## src/rtl/game_pkg.sv

```systemverilog
// Shared types and constants for the symbol-counting game.
// Provides the round-sequencer state enum, data widths and default second counts.
package game_pkg;

  localparam int CNT_W   = 8;
  localparam int ROUND_W = 4;

  localparam int DEF_GEN_S    = 10;
  localparam int DEF_ANSWER_S = 8;
  localparam int DEF_SCORE_S  = 3;
  localparam int DEF_ROUNDS   = 3;

  typedef enum logic [2:0] {
    S_IDLE,
    S_GEN,
    S_ANSWER,
    S_SCORE,
    S_DONE
  } state_t;

endpackage

```

## src/rtl/game_sec_timer.sv

```systemverilog
// Seconds down-counter shared by all timed states of the round sequencer.
// Ports: clk, rst_n, i_load/i_load_val (reload), i_tick (1 Hz pulse), o_expired (pulse).
module sec_timer
  import game_pkg::*;
(
  input  logic             clk,
  input  logic             rst_n,
  input  logic             i_load,
  input  logic [CNT_W-1:0] i_load_val,
  input  logic             i_tick,
  output logic             o_expired
);

  logic [CNT_W-1:0] r_cnt;

  // A tick coinciding with a load is swallowed by the load.
  assign o_expired = i_tick & ~i_load & (r_cnt == CNT_W'(1));

  always_ff @(posedge clk or negedge rst_n) begin
    if (!rst_n) begin
      r_cnt <= '0;
    end else if (i_load) begin
      r_cnt <= i_load_val;
    end else if (i_tick && (r_cnt != '0)) begin
      r_cnt <= r_cnt - CNT_W'(1);
    end
  end

endmodule

```

## src/rtl/game_round_ctrl.sv

```systemverilog
// Round sequencer: generation window, answer period, scoring, round count.
// Ports: Clk100M/rst_n, secTick, startBtn, genCount, userCount, postSig in;
//        genRun, answerSig, roundNum, score, resultValid, resultCorrect,
//        timeoutErr, gameOver out (all registered).
module game_round_ctrl
  import game_pkg::*;
#(
  parameter int GEN_SECONDS    = DEF_GEN_S,
  parameter int ANSWER_TIMEOUT = DEF_ANSWER_S,
  parameter int SCORE_SECONDS  = DEF_SCORE_S,
  parameter int NUM_ROUNDS     = DEF_ROUNDS
) (
  input  logic               Clk100M,
  input  logic               rst_n,
  input  logic               secTick,
  input  logic               startBtn,
  input  logic [CNT_W-1:0]   genCount,
  input  logic [CNT_W-1:0]   userCount,
  input  logic               postSig,
  output logic               genRun,
  output logic               answerSig,
  output logic [ROUND_W-1:0] roundNum,
  output logic [CNT_W-1:0]   score,
  output logic               resultValid,
  output logic               resultCorrect,
  output logic               timeoutErr,
  output logic               gameOver
);

  state_t           r_state;
  logic             r_load;
  logic             r_start_q;
  logic [CNT_W-1:0] r_true_cnt;
  logic [CNT_W-1:0] w_load_val;
  logic             w_expired;
  logic             w_start;
  logic             w_match;
  logic             w_last;

  assign w_start = startBtn & ~r_start_q;
  assign w_match = (userCount == r_true_cnt);
  assign w_last  = (roundNum == ROUND_W'(NUM_ROUNDS - 1));

  // r_load is high in the first cycle of a state, so r_state already
  // selects the new state's duration.
  always_comb begin
    w_load_val = '0;
    unique case (r_state)
      S_GEN:    w_load_val = CNT_W'(GEN_SECONDS);
      S_ANSWER: w_load_val = CNT_W'(ANSWER_TIMEOUT);
      S_SCORE:  w_load_val = CNT_W'(SCORE_SECONDS);
      default:  w_load_val = '0;
    endcase
  end

  sec_timer u_timer (
    .clk        (Clk100M),
    .rst_n      (rst_n),
    .i_load     (r_load),
    .i_load_val (w_load_val),
    .i_tick     (secTick),
    .o_expired  (w_expired)
  );

  always_ff @(posedge Clk100M or negedge rst_n) begin
    if (!rst_n) begin
      r_state       <= S_IDLE;
      r_load        <= 1'b0;
      r_start_q     <= 1'b0;
      r_true_cnt    <= '0;
      genRun        <= 1'b0;
      answerSig     <= 1'b0;
      roundNum      <= '0;
      score         <= '0;
      resultValid   <= 1'b0;
      resultCorrect <= 1'b0;
      timeoutErr    <= 1'b0;
      gameOver      <= 1'b0;
    end else begin
      r_start_q  <= startBtn;
      r_load     <= 1'b0;
      answerSig  <= 1'b0;
      timeoutErr <= 1'b0;
      unique case (r_state)
        S_IDLE, S_DONE: begin
          if (w_start) begin
            r_state  <= S_GEN;
            r_load   <= 1'b1;
            genRun   <= 1'b1;
            gameOver <= 1'b0;
            roundNum <= '0;
            score    <= '0;
          end
        end
        S_GEN: begin
          if (w_expired) begin
            r_state    <= S_ANSWER;
            r_load     <= 1'b1;
            r_true_cnt <= genCount;
            genRun     <= 1'b0;
            answerSig  <= 1'b1;
          end
        end
        S_ANSWER: begin
          // A post in the expiring cycle still gets judged.
          if (postSig) begin
            r_state       <= S_SCORE;
            r_load        <= 1'b1;
            resultValid   <= 1'b1;
            resultCorrect <= w_match;
            if (w_match && (score != '1)) begin
              score <= score + CNT_W'(1);
            end
          end else if (w_expired) begin
            r_state       <= S_SCORE;
            r_load        <= 1'b1;
            resultValid   <= 1'b1;
            resultCorrect <= 1'b0;
            timeoutErr    <= 1'b1;
          end
        end
        S_SCORE: begin
          if (w_expired) begin
            resultValid <= 1'b0;
            if (w_last) begin
              r_state  <= S_DONE;
              gameOver <= 1'b1;
            end else begin
              r_state  <= S_GEN;
              r_load   <= 1'b1;
              genRun   <= 1'b1;
              roundNum <= roundNum + ROUND_W'(1);
            end
          end
        end
        default: r_state <= S_IDLE;
      endcase
    end
  end

endmodule

```

## config.mk

```make
export PLATFORM = sky130hd
export DESIGN_NAME = game_round_ctrl
export DESIGN_NICKNAME = d
export VERILOG_FILES = /design/src/rtl/game_pkg.sv /design/src/rtl/game_sec_timer.sv /design/src/rtl/game_round_ctrl.sv
export SDC_FILE = /design/constraint.sdc
export NUM_CORES = 1
export LEC_CHECK = 0
export ABC_AREA = 1
export CAP_MARGIN = 20
export CORE_ASPECT_RATIO = 0.6
export CORE_UTILIZATION = 43
export CTS_CLUSTER_SIZE = 40
export DETAILED_ROUTE_END_ITERATION = 10
export GPL_TIMING_DRIVEN = 1
export PLACE_DENSITY = 0.67
export SETUP_SLACK_MARGIN = 0.2
export SLEW_MARGIN = 0
export SYNTH_ARGS = -nofsm -noshare
export SYNTH_HDL_FRONTEND = slang
export SYNTH_SLANG_ARGS = --single-unit
```

## constraint.sdc

```tcl
create_clock -name Clk100M -period 1.8 [get_ports Clk100M]
set_input_delay 0.18 -clock Clk100M [delete_from_list [all_inputs] [get_ports Clk100M]]
set_output_delay 0.18 -clock Clk100M [all_outputs]
set_load 0.01 [all_outputs]
```

# Word-level counts from Yosys, hierarchy flattened
# Index checks and enable logic that the tools add are counted.
[word_totals]
elab_cells = 96
inputBits = 21
ff_bits = 39
[classes]
muxes = 40
bitwise_logic = 5
add_sub_neg = 3
n_eq_ne = 16
n_reduce_logical = 19
[ops]
columns = ["cell", "count"]
rows = [
  ["$mux W8", 5],
  ["$mux W1", 18],
  ["$mux W3", 6],
  ["$pmux W8 S2", 1],
  ["$reduce_and A4 Y1", 4],
  ["$mux W4", 3],
  ["$pmux W3 S4", 1],
  ["$pmux W4 S3", 1],
  ["$ne A2 B2 Y1 const B", 5],
  ["$reduce_bool A2 Y1", 5],
  ["$add A8 B1 Y8 const B", 1],
  ["$eq A8 B1 Y1 const B", 1],
  ["$eq A8 B8 Y1", 1],
  ["$ne A8 B8 Y1 const B", 1],
  ["$pmux W4 S2", 1],
  ["$reduce_bool A8 Y1", 1],
  ["$sub A8 B1 Y8 const B", 1],
  ["$eq A3 B2 Y1 const B", 2],
  ["$reduce_and A5 Y1", 1],
  ["$add A4 B1 Y4 const B", 1],
  ["$eq A4 B2 Y1 const B", 1],
  ["$ne A2 B1 Y1 const B", 2],
  ["$pmux W1 S2", 2],
  ["$pmux W1 S4", 1],
  ["other kinds (12)", 17],
]

# Longest topological paths before layout
[depth]
depth_word = 6
ltp_mapped = 11

# Hierarchy
# Synthesis repeated with hierarchy kept, for this count alone.
[hier_totals]
cells_unflattened = 312
hier_area_um2 = 2324.7
[modules_own_cells]
columns = ["module", "cells_per_inst", "seq_area_each_um2", "instances", "area_each_um2"]
rows = [
  ["game_round_ctrl", 220, 775.7, 1, 1675.4],
  ["sec_timer", 92, 200.2, 1, 649.4],
]

# Worst setup path after synthesis
# OpenSTA, ideal clock, no wires.
[synth_path]
path_type = "register to register"
start = "register score[0]"
end = "register score[5]"
t_arrival_ns = 1.366
required_ns = 1.734
stages_incl_launch_ff = 10
setup_slack_ns = 0.369
setup_ns = 0.066
path_cell_list = "dfrtp_1 > ha_1 > nand3_1 > nor2_1 > nand4_1 > nand3_2 > nand2_4 > nand2_4 > nand2_1 > nand2_1"
[synth_via]
elab_chain_len = 4
[synth_lines]
columns = ["element", "line_no", "rtl"]
rows = [
  ["start: declaration", "game_round_ctrl.sv:23", "output logic [CNT_W-1:0] score,"],
  ["start signal: assignment", "game_round_ctrl.sv:112", "score <= score + CNT_W'(1);"],
  ["$add A8 B1 Y8 / $ne A8 B8 Y1 (equally long branches)", "game_round_ctrl.sv:112, game_round_ctrl.sv:111", ""],
  ["$mux W8 / $logic_and A1 B1 Y1 (equally long branches)", "game_round_ctrl.sv:111", "if (w_match && (score != '1)) begin"],
  ["$mux W8 / $ne A2 B2 Y1 (equally long branches)", "--", ""],
  ["$pmux W8 S2 / $reduce_and A4 Y1 (equally long branches)", "--", ""],
]
# Parallel ways exist; a longest one is shown, timed or not. The select of a mux whose other input is x is not followed.
# A chain may end at the register's enable or synchronous reset.

# Final worst setup path
[layout_path]
start = "register u_timer.r_cnt[1]"
end = "register gameOver"
[layout_via]
elab_chain_len = 4
[layout_lines]
columns = ["element", "line_no", "rtl"]
rows = [
  ["start: declaration", "game_sec_timer.sv:14", "logic [CNT_W-1:0] r_cnt;"],
  ["start signal: assignment", "game_sec_timer.sv:23", "r_cnt <= i_load_val;"],
  ["start signal: assignment", "game_sec_timer.sv:25", "r_cnt <= r_cnt - CNT_W'(1);"],
  ["$eq A8 B1 Y1", "game_sec_timer.sv:17", "assign o_expired = i_tick & ~i_load & (r_cnt == CNT_W'(1));"],
  ["$and A1 B1 Y1", "game_sec_timer.sv:17", ""],
  ["$ne A2 B1 Y1 (no line)", "--", ""],
  ["$reduce_and A4 Y1 (no line)", "--", ""],
  ["end signal: assignment", "game_round_ctrl.sv:78", "gameOver <= 1'b0;"],
  ["end signal: assignment", "game_round_ctrl.sv:90", "gameOver <= 1'b0;"],
  ["end signal: assignment", "game_round_ctrl.sv:127", "gameOver <= 1'b1;"],
  ["end: declaration", "game_round_ctrl.sv:27", "output logic gameOver"],
]
# No other way between the ends.

==> flow_summary.json <==
{
  "reg2regPathDepth": 10,
  "diodes": 0,
  "port_buffers": 38,
  "start_util_pct": 44.90,
  "synth_area_sq_um": 2292,
  "nFillCells": 452,
  "power_density_nw_per_um2": 1294,
  "grt.overflow.total": 0,
  "r2r_end": "gameOver",
  "setup_viol": 0,
  "clock_skew_ps": 5.796,
  "core_region_area_sq_um": 5105,
  "drt-total-wl_mm": 5.799,
  "grt_pass1_vias": 1807,
  "synth-warning-count": 0,
  "required_ps": 1990,
  "cts_root_buf": "clkbuf_8",
  "clockBufferDepth": 2,
  "slew_headroom_pct": 73.18,
  "vias": 2182,
  "cp_max_fo": 3,
  "crit_arrival_ps": 1840,
  "period_share_pct": 91.54,
  "cts_buffers": 5,
  "wl_per_cell_um": 13.42,
  "slowest_delay_ps": 410,
  "synth_cells": 297,
  "p_leak_nw": 1.543,
  "timing.hold.ws_ps": 318.5,
  "ios": 39,
  "drive_gt1_share_pct": 26.23,
  "ys_top_cells_by_area": "dfrtp_1 (43%), nand2_1 (16%), nand3_1 (5.9%)",
  "grt_max_degree": 16,
  "ant_nets": 0,
  "hold_violations": 0,
  "antenna_found_initial": 0,
  "tritoncts": "done",
  "final_util_pct": 63.55,
  "vias_per_cell": 5.051,
  "rsz0062_at_grt": "true",
  "fmax_ghz": 0.6069,
  "drt_iter0_drc": 124,
  "track_usage_pct": 20.62,
  "maxCapViolCount": 0,
  "cpMaxStageDelayCell": "dfrtp_1",
  "clkSlewWorstSetupHoldPaths_ps": 80,
  "die_w_um": 96.26,
  "ir_drop_mv": 0.5975,
  "reg2reg_from": "u_timer.r_cnt[1]",
  "syn-num-nets": 324,
  "dpl.hpwl_mm": 3.856,
  "reg2reg_slack_ps": 150,
  "yosysTopAreaCellShare_pct": 42.58,
  "synth_area_per_cell_sq_um": 7.718,
  "gp_congestion": 0.8505,
  "slew_viol_final": 0,
  "criticalPathCategory": "reg2reg",
  "htree_levels": 2,
  "ys_seq_area_share_pct": 42.58,
  "dieArea_sq_um": 5636,
  "worstPathCellList": "inv_2, ha_4, nand2_1, inv_1, nand4_1, a21oi_2, buf_4, nand2_1, nand2_1, nand2_1",
  "clock_sinks": 39,
  "post-route-min-period_ps": 1648,
  "synth.distinct_cells": 28,
  "synth.largest_area_cell": "dfrtp_1",
  "num_rows": 20,
  "fin_setup_tns_ps": 0,
  "min_path_type": "in2async",
  "grt_pass1_wl_mm": 8.576,
  "cpMostUsedCell": "nand2_1",
  "dr.pass1.iters": 4,
  "start_kind": "flip-flop",
  "status": "finished, final reports clean",
  "cp-end-kind": "flip-flop",
  "worst_skew_pair.late_latency_ps": 300,
  "syn2layout_area_growth_pct": 41.54,
  "nNetsFinal": 392,
  "drc": 0,
  "tightest_slew_ps": 398.1,
  "die_h_um": 58.56,
  "crit_start": "u_timer.r_cnt[1]",
  "ys_seq_elements": 39
}
==> cells by family (layout without fill, tap and decap cells) <==
group	Yosys count	in the layout	share of synthesized area (%)
adder cells (fa/ha/maj)	6	6	3.275
XOR/XNOR	12	12	4.585
AO/OA/AOI/OAI	28	29	7.260
buffers and inverters	40	107	7.041
AND/OR/NAND/NOR	172	173	35.26
flip-flops	39	39	42.58
==> cells in the mapped netlist <==
library cell	number
nand3b_4	1
nand3_2	1
a21oi_4	1
a21oi_1	4
nor2_8	1
inv_1	29
inv_4	1
nand2_1	95
nor2_1	24
ha_1	6
buf_6	1
o21ai_1	8
xor2_1	7
nand2_2	2
o21ai_2	1
nor2_4	2
nor2_2	1
inv_2	8
nand4_1	12
buf_2	1
xnor2_1	5
nand3_1	27
dfrtp_1	39
nand2_4	3
nor3_4	1
o21ai_0	11
nor3_1	2
a21oi_2	3
==> per-layer routing <==
metal	share of wire, %	GRT usage (%)	up-vias
met4	1.3	6.397	0
met1	52	31.42	1030
met3	4.3	5.168	10
met2	43	28.37	52
li1	-	-	1090
met5	0	0	-
==> cell type report <==
class	count	area, sq um	share of cell area [%]
tap	66	82.58	2.545
timing repair buffer	60	571.8	17.62
multi-input combinational	220	1340	41.30
clock buffer	8	100.1	3.085
timing repair inverter	1	11.26	0.3471
sequential	39	980.9	30.24
inverter	38	157.7	4.859
==> timing repair <==
action,4_1_cts,5_1_grt
hold buffers,1,0
hold endpoints to repair,12,0
gates cloned,0,3
setup buffers,1,14
setup endpoints to repair,22,36
resized for setup,6,51
pin swaps,2,15
==> per-stage QoR <==
stage | instances | area, sq um | setup WS, ps | total power [W]
global route | 432 | 3244 | 71.30 | 0.004501
CTS | 415 | 2912 | 175.4 | 0.003802
global placement | 405 | 2779 | 100.1 | 0.003052
detailed placement | 405 | 2779 | 77.93 | 0.003074
finish | 432 | 3244 | 152.2 | 0.004199
floorplan | 297 | 2292 | 368.6 | 0.002551
==> flip-flops by register name, summed over array words and instances (netlist names) <==
name	cells
score	8
r_true_cnt	8
genRun	1
timeoutErr	1
r_load	1
gameOver	1
resultCorrect	1
resultValid	1
r_start_q	1
u_timer.r_cnt	8
roundNum	4
answerSig	1
r_state	3
==> how the worst max path moves through the flow <==
stage / endpoint / slack [ps] / depth (start not counted)
detailed placement: score[2] / 80 / 12
global route: gameOver / 70 / 10
floorplan: score[5] / 370 / 9
global placement: score[3] / 100 / 12
finish: gameOver / 150 / 10
CTS: gameOver / 180 / 9
==> cells in the final DEF, fill, tap and decap left out, drive strengths merged <==
master	count
nand3	28
nand3b	1
dfrtp	39
o21ai	21
nor2	28
clkdlybuf4s50	37
ha	6
xnor2	5
a21oi	8
clkbuf	8
nand2	101
buf	22
inv	38
xor2	7
dlygate4sd3	1
nand4	12
nor3	3
clkinv	1
==> report_power, final <==
group	leakage, nW	switching, W	internal (W)
sequential	0.492	0.000228	0.00112
clock	0.0515	0.000316	0.000350
combinational	0.999	0.00128	0.000910
total	1.54	0.00182	0.00238
==> critical path, delay by kind of cell (launching register included) <==
kind	cells	cell delay, ps
AOI/OAI and AO/OA	1	290
buffers and inverters	3	310
adders and majority gates	1	120
and+or+nand+nor	5	410
DFF	1	410
Note: power is estimated with default switching activity, not from simulation.
